### config.mk
export PLATFORM = sky130hd
export DESIGN_NAME = imem_loader_flat
export DESIGN_NICKNAME = d
export VERILOG_FILES = /design/src/rtl/imem_loader_pkg.sv /design/src/rtl/imem_loader_if.sv /design/src/rtl/imem_loader_uart_rx.sv /design/src/rtl/imem_loader.sv /design/src/flat_wrapper.sv
export SDC_FILE = /design/constraint.sdc
export NUM_CORES = 1
export LEC_CHECK = 0
export ABC_AREA = 0
export CAP_MARGIN = 20
export CORE_AREA = 2 2 116 118
export CTS_CLUSTER_SIZE = 40
export DETAILED_ROUTE_END_ITERATION = 8
export DIE_AREA = 0 0 118 120
export DONT_BUFFER_PORTS = 1
export GPL_ROUTABILITY_DRIVEN = 0
export MAX_ROUTING_LAYER = met4
export PLACE_DENSITY = 0.71
export SLEW_MARGIN = 10
export SYNTH_ARGS = -nofsm -noshare
export SYNTH_HDL_FRONTEND = slang
export SYNTH_SLANG_ARGS = --single-unit
### constraint.sdc
create_clock -name clk -period 2.5 [get_ports clk]
set_clock_uncertainty 0.15 [all_clocks]
set_input_delay 0.375 -clock clk [delete_from_list [all_inputs] [get_ports clk]]
set_output_delay 0.375 -clock clk [all_outputs]
set_load 0.01 [all_outputs]
### src/rtl/imem_loader_pkg.sv
// Shared definitions for the boot-time IMEM loader.
//   SYNC_BYTE    : frame start marker
//   state_t      : loader FSM states
//   rx_state_t   : UART receiver FSM states
//   clks_per_bit : clocks per UART bit, integer floor of clk_hz / baud
package loader_pkg;

    localparam logic [7:0] SYNC_BYTE = 8'hA5;

    typedef enum logic [2:0] {
        IDLE = 3'd0,
        LEN0 = 3'd1,
        LEN1 = 3'd2,
        DATA = 3'd3,
        CSUM = 3'd4,
        DONE = 3'd5
    } state_t;

    typedef enum logic [1:0] {
        RX_IDLE  = 2'd0,
        RX_START = 2'd1,
        RX_DATA  = 2'd2,
        RX_STOP  = 2'd3
    } rx_state_t;

    // The receiver relies on the result being at least 4 so that the
    // half-bit start re-check and mid-bit sampling points stay distinct.
    function automatic int clks_per_bit(input int clk_hz, input int baud);
        return clk_hz / baud;
    endfunction

endpackage

### src/rtl/imem_loader_if.sv
// IMEM write port (block RAM port A) as seen from the loader.
//   wea   : byte write enables, 4'hF on a word write
//   addra : word index
//   dia   : write data
// master drives the port (loader), slave observes it (RAM side / bench).
interface imem_loader_if #(
    parameter int ADDR_W = 13
) ();
    logic [3:0]        wea;
    logic [ADDR_W-1:0] addra;
    logic [31:0]       dia;

    modport master (output wea, output addra, output dia);
    modport slave  (input  wea, input  addra, input  dia);
endinterface

### src/rtl/imem_loader_uart_rx.sv
// 8N1 UART receiver.
//   clk, rst_n : clock, asynchronous active-low reset
//   rx         : serial input, idle high, asynchronous to clk
//   rx_data    : received byte, valid while rx_valid is high
//   rx_valid   : one-cycle pulse, byte received with a good stop bit
//   rx_ferr    : one-cycle pulse, stop bit sampled low
module uart_rx
    import loader_pkg::*;
#(
    parameter int CLK_HZ = 100_000_000,
    parameter int BAUD   = 115200
) (
    input  logic       clk,
    input  logic       rst_n,
    input  logic       rx,
    output logic [7:0] rx_data,
    output logic       rx_valid,
    output logic       rx_ferr
);

    localparam int CPB   = clks_per_bit(CLK_HZ, BAUD);
    localparam int HALF  = CPB / 2;
    localparam int CNT_W = $clog2(CPB);

    logic             rx_s1, rx_s2, rx_prev;
    rx_state_t        state, state_n;
    logic [CNT_W-1:0] clk_cnt;
    logic [2:0]       bit_cnt;
    logic [7:0]       shreg;
    logic             bit_end, half_pt;

    assign bit_end = (clk_cnt == CNT_W'(CPB - 1));
    assign half_pt = (clk_cnt == CNT_W'(HALF - 1));
    assign rx_data = shreg;

    always_comb begin
        state_n = state;
        case (state)
            RX_IDLE:  if (rx_prev && !rx_s2) state_n = RX_START;
            // A start bit that is high again at half-bit was a glitch.
            RX_START: if (half_pt) state_n = rx_s2 ? RX_IDLE : RX_DATA;
            RX_DATA:  if (bit_end && bit_cnt == 3'd7) state_n = RX_STOP;
            RX_STOP:  if (bit_end) state_n = RX_IDLE;
            default:  state_n = RX_IDLE;
        endcase
    end

    always_ff @(posedge clk or negedge rst_n) begin
        if (!rst_n) begin
            rx_s1    <= 1'b1;
            rx_s2    <= 1'b1;
            rx_prev  <= 1'b1;
            state    <= RX_IDLE;
            clk_cnt  <= '0;
            bit_cnt  <= '0;
            shreg    <= '0;
            rx_valid <= 1'b0;
            rx_ferr  <= 1'b0;
        end else begin
            rx_s1   <= rx;
            rx_s2   <= rx_s1;
            rx_prev <= rx_s2;
            state   <= state_n;

            // Counter restarts on every state change, so after the half-bit
            // start check each subsequent bit_end lands mid-bit.
            if (state_n != state || state == RX_IDLE || bit_end)
                clk_cnt <= '0;
            else
                clk_cnt <= clk_cnt + 1'b1;

            if (state == RX_START)
                bit_cnt <= '0;
            else if (state == RX_DATA && bit_end)
                bit_cnt <= bit_cnt + 1'b1;

            if (state == RX_DATA && bit_end)
                shreg <= {rx_s2, shreg[7:1]};

            rx_valid <= (state == RX_STOP) && bit_end && rx_s2;
            rx_ferr  <= (state == RX_STOP) && bit_end && !rx_s2;
        end
    end

endmodule

### src/rtl/imem_loader.sv
// Boot-time instruction memory loader.
// Receives a framed program image over UART (A5, count lo, count hi,
// 4N little-endian payload bytes, 8-bit sum checksum), writes each word
// through IMEM port A and holds the core in reset until a valid checksum.
//   clk, rst_n : clock, asynchronous active-low reset
//   rx         : UART serial input
//   imem       : port A write bus (wea/addra/dia)
//   core_rst_n : core reset, released only in DONE
//   busy       : loading (LEN0/LEN1/DATA/CSUM)
//   done       : image loaded and verified
//   err        : sticky error, cleared by the next sync byte
module imem_loader
    import loader_pkg::*;
#(
    parameter int CLK_HZ       = 100_000_000,
    parameter int BAUD         = 115200,
    parameter int ADDR_W       = 13,
    parameter int TIMEOUT_CLKS = 16 * CLK_HZ / BAUD * 10
) (
    input  logic         clk,
    input  logic         rst_n,
    input  logic         rx,
    imem_loader_if.master imem,
    output logic         core_rst_n,
    output logic         busy,
    output logic         done,
    output logic         err
);

    localparam logic [31:0] MAX_WORDS = 32'd1 << ADDR_W;
    localparam int          TMO_W     = $clog2(TIMEOUT_CLKS + 1);

    logic [7:0] rx_data;
    logic       rx_valid, rx_ferr;

    uart_rx #(
        .CLK_HZ (CLK_HZ),
        .BAUD   (BAUD)
    ) u_rx (
        .clk      (clk),
        .rst_n    (rst_n),
        .rx       (rx),
        .rx_data  (rx_data),
        .rx_valid (rx_valid),
        .rx_ferr  (rx_ferr)
    );

    state_t            state, state_n;
    logic [7:0]        len_lo;
    logic [15:0]       n_words;
    logic [15:0]       n_new;
    logic [7:0]        csum;
    logic [1:0]        byte_cnt;
    // One bit wider than the address so that a full 2^ADDR_W image
    // terminates without wrapping.
    logic [ADDR_W:0]   word_cnt;
    logic [TMO_W-1:0]  tmo_cnt;
    logic              tmo_hit, busy_st, word_last;
    logic              clr_load, set_err, take_data, wr_word;

    logic [3:0]        wea_p1;
    logic [ADDR_W-1:0] addra_p1;
    logic [31:0]       dia_p1;

    assign n_new     = {rx_data, len_lo};
    assign tmo_hit   = (tmo_cnt == TMO_W'(TIMEOUT_CLKS));
    assign busy_st   = (state == LEN0) || (state == LEN1) ||
                       (state == DATA) || (state == CSUM);
    assign word_last = (32'(word_cnt) + 32'd1) == 32'(n_words);

    always_comb begin
        state_n   = state;
        clr_load  = 1'b0;
        set_err   = 1'b0;
        take_data = 1'b0;
        wr_word   = 1'b0;
        case (state)
            IDLE, DONE: begin
                if (rx_valid && rx_data == SYNC_BYTE) begin
                    state_n  = LEN0;
                    clr_load = 1'b1;
                end
            end
            LEN0: if (rx_valid) state_n = LEN1;
            LEN1: begin
                if (rx_valid) begin
                    if (n_new == 16'd0)
                        state_n = CSUM;
                    else if (32'(n_new) > MAX_WORDS) begin
                        state_n = IDLE;
                        set_err = 1'b1;
                    end else
                        state_n = DATA;
                end
            end
            DATA: begin
                if (rx_valid) begin
                    take_data = 1'b1;
                    if (byte_cnt == 2'd3) begin
                        wr_word = 1'b1;
                        if (word_last) state_n = CSUM;
                    end
                end
            end
            CSUM: begin
                if (rx_valid) begin
                    if (rx_data == csum)
                        state_n = DONE;
                    else begin
                        state_n = IDLE;
                        set_err = 1'b1;
                    end
                end
            end
            default: state_n = IDLE;
        endcase

        // Framing errors and stalls only abort an active load; in IDLE and
        // DONE they are ignored.
        if (busy_st && !rx_valid && (rx_ferr || tmo_hit)) begin
            state_n = IDLE;
            set_err = 1'b1;
        end
    end

    always_ff @(posedge clk or negedge rst_n) begin
        if (!rst_n) begin
            state      <= IDLE;
            len_lo     <= '0;
            n_words    <= '0;
            csum       <= '0;
            byte_cnt   <= '0;
            word_cnt   <= '0;
            tmo_cnt    <= '0;
            err        <= 1'b0;
            core_rst_n <= 1'b0;
            busy       <= 1'b0;
            done       <= 1'b0;
            wea_p1     <= '0;
            addra_p1   <= '0;
            dia_p1     <= '0;
        end else begin
            state <= state_n;

            if (state == LEN0 && rx_valid) len_lo  <= rx_data;
            if (state == LEN1 && rx_valid) n_words <= n_new;

            if (clr_load) begin
                csum     <= '0;
                byte_cnt <= '0;
                word_cnt <= '0;
            end else begin
                if (take_data) begin
                    csum     <= csum + rx_data;
                    byte_cnt <= byte_cnt + 1'b1;
                end
                if (wr_word) word_cnt <= word_cnt + 1'b1;
            end

            if (state_n != state || rx_valid)
                tmo_cnt <= '0;
            else if (busy_st && !tmo_hit)
                tmo_cnt <= tmo_cnt + 1'b1;

            if (clr_load)     err <= 1'b0;
            else if (set_err) err <= 1'b1;

            // ---- byte decode -> registered port A / status outputs ----
            core_rst_n <= (state_n == DONE);
            done       <= (state_n == DONE);
            busy       <= (state_n == LEN0) || (state_n == LEN1) ||
                          (state_n == DATA) || (state_n == CSUM);

            if (take_data) dia_p1[{byte_cnt, 3'b000} +: 8] <= rx_data;
            if (wr_word)   addra_p1 <= word_cnt[ADDR_W-1:0];
            wea_p1 <= wr_word ? 4'hF : 4'h0;
        end
    end

    assign imem.wea   = wea_p1;
    assign imem.addra = addra_p1;
    assign imem.dia   = dia_p1;

endmodule
### src/flat_wrapper.sv
// flat-port wrapper written by rule: the top's interface ports become plain ports
module imem_loader_flat import loader_pkg::*;
#(
    parameter int CLK_HZ       = 100_000_000,
    parameter int BAUD         = 115200,
    parameter int ADDR_W       = 13,
    parameter int TIMEOUT_CLKS = 16 * CLK_HZ / BAUD * 10
)
  (clk, rst_n, rx, core_rst_n, busy, done, err, imem_wea, imem_addra, imem_dia);
  imem_loader_if #(.ADDR_W(ADDR_W)) imem_i ();
  input  logic clk;
  input  logic rst_n;
  input  logic rx;
  output logic core_rst_n;
  output logic busy;
  output logic done;
  output logic err;
  output wire logic [$bits(imem_i.wea)-1:0] imem_wea;
  output wire logic [$bits(imem_i.addra)-1:0] imem_addra;
  output wire logic [$bits(imem_i.dia)-1:0] imem_dia;
  assign imem_wea = imem_i.wea;
  assign imem_addra = imem_i.addra;
  assign imem_dia = imem_i.dia;
  imem_loader #(.CLK_HZ(CLK_HZ), .BAUD(BAUD), .ADDR_W(ADDR_W), .TIMEOUT_CLKS(TIMEOUT_CLKS)) u_core (.clk(clk), .rst_n(rst_n), .rx(rx), .imem(imem_i), .core_rst_n(core_rst_n), .busy(busy), .done(done), .err(err));
endmodule
==> impl_metrics.py <==
metrics = {
    "detailed_routing": {
        "vias": 5497,
        "ant_nets": 0,
        "routed_via_density": 5.72,
        "drt_iter0_drc": 358,
        "drc": 0,
        "wl_microns": 16100,
        "wl_per_cell_microns": 16.7,
        "drtPass1Iterations": 7,
    },
    "logic_synthesis": {
        "async_reset_ff_share_pct": 100,
        "synth_fa_ha_area_share_pct": 3.54,
        "ys.flop_type": "dfrtp_1",
        "yosys.area.top_type": "dfrtp_1",
        "ys_seq_area_share_pct": 50.2,
        "synth-xor-area-share_pct": 7.21,
        "synth.mux.area_fraction_pct": 4.58,
        "syn-instance-count": 759,
        "synth-seq-cells": 146,
        "synth_common_cells": "nand2_1, dfrtp_1, nor2_1",
        "synth_cell_types": 67,
        "ys_top_cells_by_area": "dfrtp_1, nand2_1, mux2_2",
        "synth_edf_count": 0,
        "netlist.area_leader.share_pct": 49.1,
        "synth_compound_area_share_pct": 8.84,
        "ys_warn_count": 0,
        "synth_most_common_cell": "nand2_1",
        "syn-cell-area_sq_um": 7290,
        "synthSimpleGateAreaFrac_pct": 21.7,
        "syn-num-nets": 782,
        "synth_top_family_by_area": "simple AND/OR/NAND/NOR gates",
        "syn_area_per_cell_sq_um": 9.60,
    },
    "cells_and_area": {
        "syn_to_final_growth_pct": 13.7,
        "design_area_sq_um": 8290,
        "fin_util_pct": 63.9,
        "nets": 797,
        "instances_no_fill": 961,
        "diodes": 0,
        "drive_gt1_share_pct": 15.8,
    },
    "critical_path": {
        "worst-path-buf-inv": 1,
        "slowest_stage": "or4_4",
        "r2r-end": "u_core.tmo_cnt[3]",
        "r2r_setup_slack_ns": -0.001,
        "cp.required_ns": 2.66,
        "crit_path_cell_trace": "or4_4, nor3_4, a21oi_2, or2_4, a22o_2, o221ai_4, clkbuf_16, nor2_1",
        "r2r_start": "u_core.tmo_cnt[3]",
        "slowest_delay_ns": 0.55,
        "cpLargestDelayFamily": "simple AND/OR/NAND/NOR gates",
        "arrival_ns": 2.66,
        "critPathMaxFanout": 8,
        "startpoint_type": "register",
        "setup.worst_path.end_class": "register",
        "crit_type": "register to register",
        "rr_worst_depth": 8,
    },
    "run": {
        "cap_violations": 0,
    },
    "power": {
        "powerDensity_nw_per_um2": 610,
        "p_total_w": 0.00505,
        "p_leak_nw": 3.81,
        "peakVddDrop_v": 0.000578,
    },
    "sta": {
        "fin_hold_ws_ns": -0.505,
        "tightest_slew_ns": 0.719,
        "min_period_ns": 2.50,
        "finalCritPeriodShare_pct": 100,
        "maxSlewViolCount": 0,
        "rsz0062_at_grt": "true",
        "setup_viol": 1,
        "fmax_ghz": 0.400,
        "max_slew_margin_pct": 51.9,
        "final_hold_viol_count": 146,
        "finalWorstSetupSlack_ns": -0.00108,
    },
    "global_route": {
        "first_global_vias": 5450,
        "gr-usage-all-layers_pct": 24.3,
        "grt_max_degree": 147,
        "grt_overflow_total": 0,
        "grt_pass1_wl_microns": 26700,
        "antenna_found_initial": 0,
    },
    "clocking": {
        "clock_latency_ns": 0.42,
        "clk_pin_slew_ns": 0.06,
        "h-tree-depth": 4,
        "clockRootBuffer": "clkbuf_16",
        "clockBufferDepth": 2,
        "cts_buffers": 17,
        "cts_tree": "done",
        "cts_hold_buf": 1,
        "clkSinkCount": 146,
    },
    "placed_design": {
        "placed_area_sq_um": 7570,
        "dp.cells": 928,
        "dp_hpwl_microns": 10600,
        "port_buffers": 0,
    },
    "floorplan": {
        "ios": 56,
        "num_rows": 42,
        "die_x_microns": 118,
        "initial_core_util_pct": 56.2,
        "dieArea_sq_um": 14200,
        "die_h_microns": 120,
        "core_area_sq_um": 13000,
    },
    "outcome": {
        "status": "complete, but fails checks",
        "violations": "hold timing, setup timing",
    },
    "min_path": {
        "hold_class": "input pin to asynchronous set/reset pin",
    },
}
[worst reg2reg max path: cells and delay by family, from the launching register on]
kind / cells / cell delay, ns
AOI/OAI and AO/OA: 3 / 0.60
buffers and inverters: 1 / 0.21
and+or+nand+nor: 4 / 1.03
DFF: 1 / 0.40
[layout by cell type (no fill, tap or decap), types with 4 or more instances in the layout]
master	n
ha_1	16
and3_1	10
nand3_1	26
o22ai_1	10
or3_1	7
a21oi_1	15
mux2_2	27
nor3b_1	5
inv_1	18
a31oi_1	5
nand4_1	8
xnor2_1	29
nor2_1	66
nand2b_1	4
nor3_1	12
clkbuf_16	18
o21ai_0	44
o21a_1	4
xor2_1	31
nor2b_1	5
buf_4	35
dfrtp_1	141
nand2_1	157
nor4_2	4
[per-layer routing]
layer / vias up / GRT usage (%) / share of wire, %
met4: 0 / 9.79 / 2.3
met3: 36 / 5.23 / 4.9
li1: 2600 / - / -
met2: 140 / 38.8 / 50
met1: 2721 / 30.4 / 43
met5: - / - / 0
[repair_timing]
| action | CTS | global route |
|---|---|---|
| cloned | 0 | 1 |
| buffers inserted | 0 | 1 |
| gates resized for setup | 1 | 20 |
| pin swaps | 0 | 9 |
| endpoints found under the setup margin | 1 | 17 |
| hold endpoints to repair | 147 | 146 |
[cells by family after synthesis]
kind of cell / after synthesis
buffers and inverters: 61
xor gates and xnor gates: 60
adders and majority gates: 20
AOI/OAI and AO/OA: 105
and+or+nand+nor: 337
DFF: 146
muxes: 30
[how the worst max path moves through the flow]
stage | from | end | slack [ns] | cells after the start
2_1_floorplan | u_core.tmo_cnt[3] | u_core.tmo_cnt[13] | 0.10 | 8
3_3_place_gp | u_core.word_cnt[1] | u_core.state[2] | 0.08 | 8
3_5_place_dp | u_core.word_cnt[1] | u_core.state[0] | 0.009 | 8
4_1_cts | u_core.word_cnt[1] | u_core.state[2] | -0.02 | 8
5_1_grt | u_core.tmo_cnt[3] | u_core.tmo_cnt[3] | -0.05 | 8
6_report | u_core.tmo_cnt[3] | u_core.tmo_cnt[3] | -0.001 | 8
[where the power goes]
group | internal, W | switching, W | leakage [nW] | total, W
logic | 0.0000567 | 0.0000583 | 1.51 | 0.000115
registers | 0.00241 | 0.0000499 | 2.02 | 0.00246
clock network | 0.00151 | 0.000965 | 0.280 | 0.00248
[per-stage QoR]
stage	worst slack (ns)	setup TNS, ns	hold slack (ns)
after global placement	0.0778	0	-0.0679
after CTS	-0.0152	-0.0152	-0.515
final	-0.00108	-0.00108	-0.505
after floorplan	0.102	0	-0.0706
after global routing	-0.0500	-0.367	-0.519
after detailed placement	0.00895	0	-0.0676
[registers in the layout, summed over array words and instances, names as in the netlist]
| register | count |
|---|---|
| u_core.u_rx.rx_prev | 1 |
| u_core.imem.dia | 32 |
| u_core.byte_cnt | 2 |
| u_core.u_rx.rx_ferr | 1 |
| u_core.state | 3 |
| u_core.u_rx.rx_data | 8 |
| u_core.tmo_cnt | 18 |
| u_core.word_cnt | 14 |
| u_core.u_rx.state | 2 |
| u_core.csum | 8 |
| u_core.len_lo | 8 |
| u_core.u_rx.rx_s1 | 1 |
| u_core.u_rx.bit_cnt | 3 |
| u_core.core_rst_n | 1 |
| u_core.imem.wea | 1 |
| u_core.busy | 1 |
| u_core.n_words | 16 |
| u_core.u_rx.clk_cnt | 10 |
| u_core.u_rx.rx_valid | 1 |
| u_core.u_rx.rx_s2 | 1 |
| u_core.imem.addra | 13 |
| u_core.err | 1 |
[layout make-up]
| type | count | area [sq um] |
|---|---|---|
| clock buffer | 22 | 464 |
| sequential | 146 | 3660 |
| multi-input combinational | 552 | 3450 |
| clock inverter | 8 | 105 |
| inverter | 19 | 71.3 |
| timing repair buffer | 38 | 318 |
| fill | 1041 | 4690 |
| tap | 176 | 220 |
No activity file was read; power rests on OpenSTA's default activity.
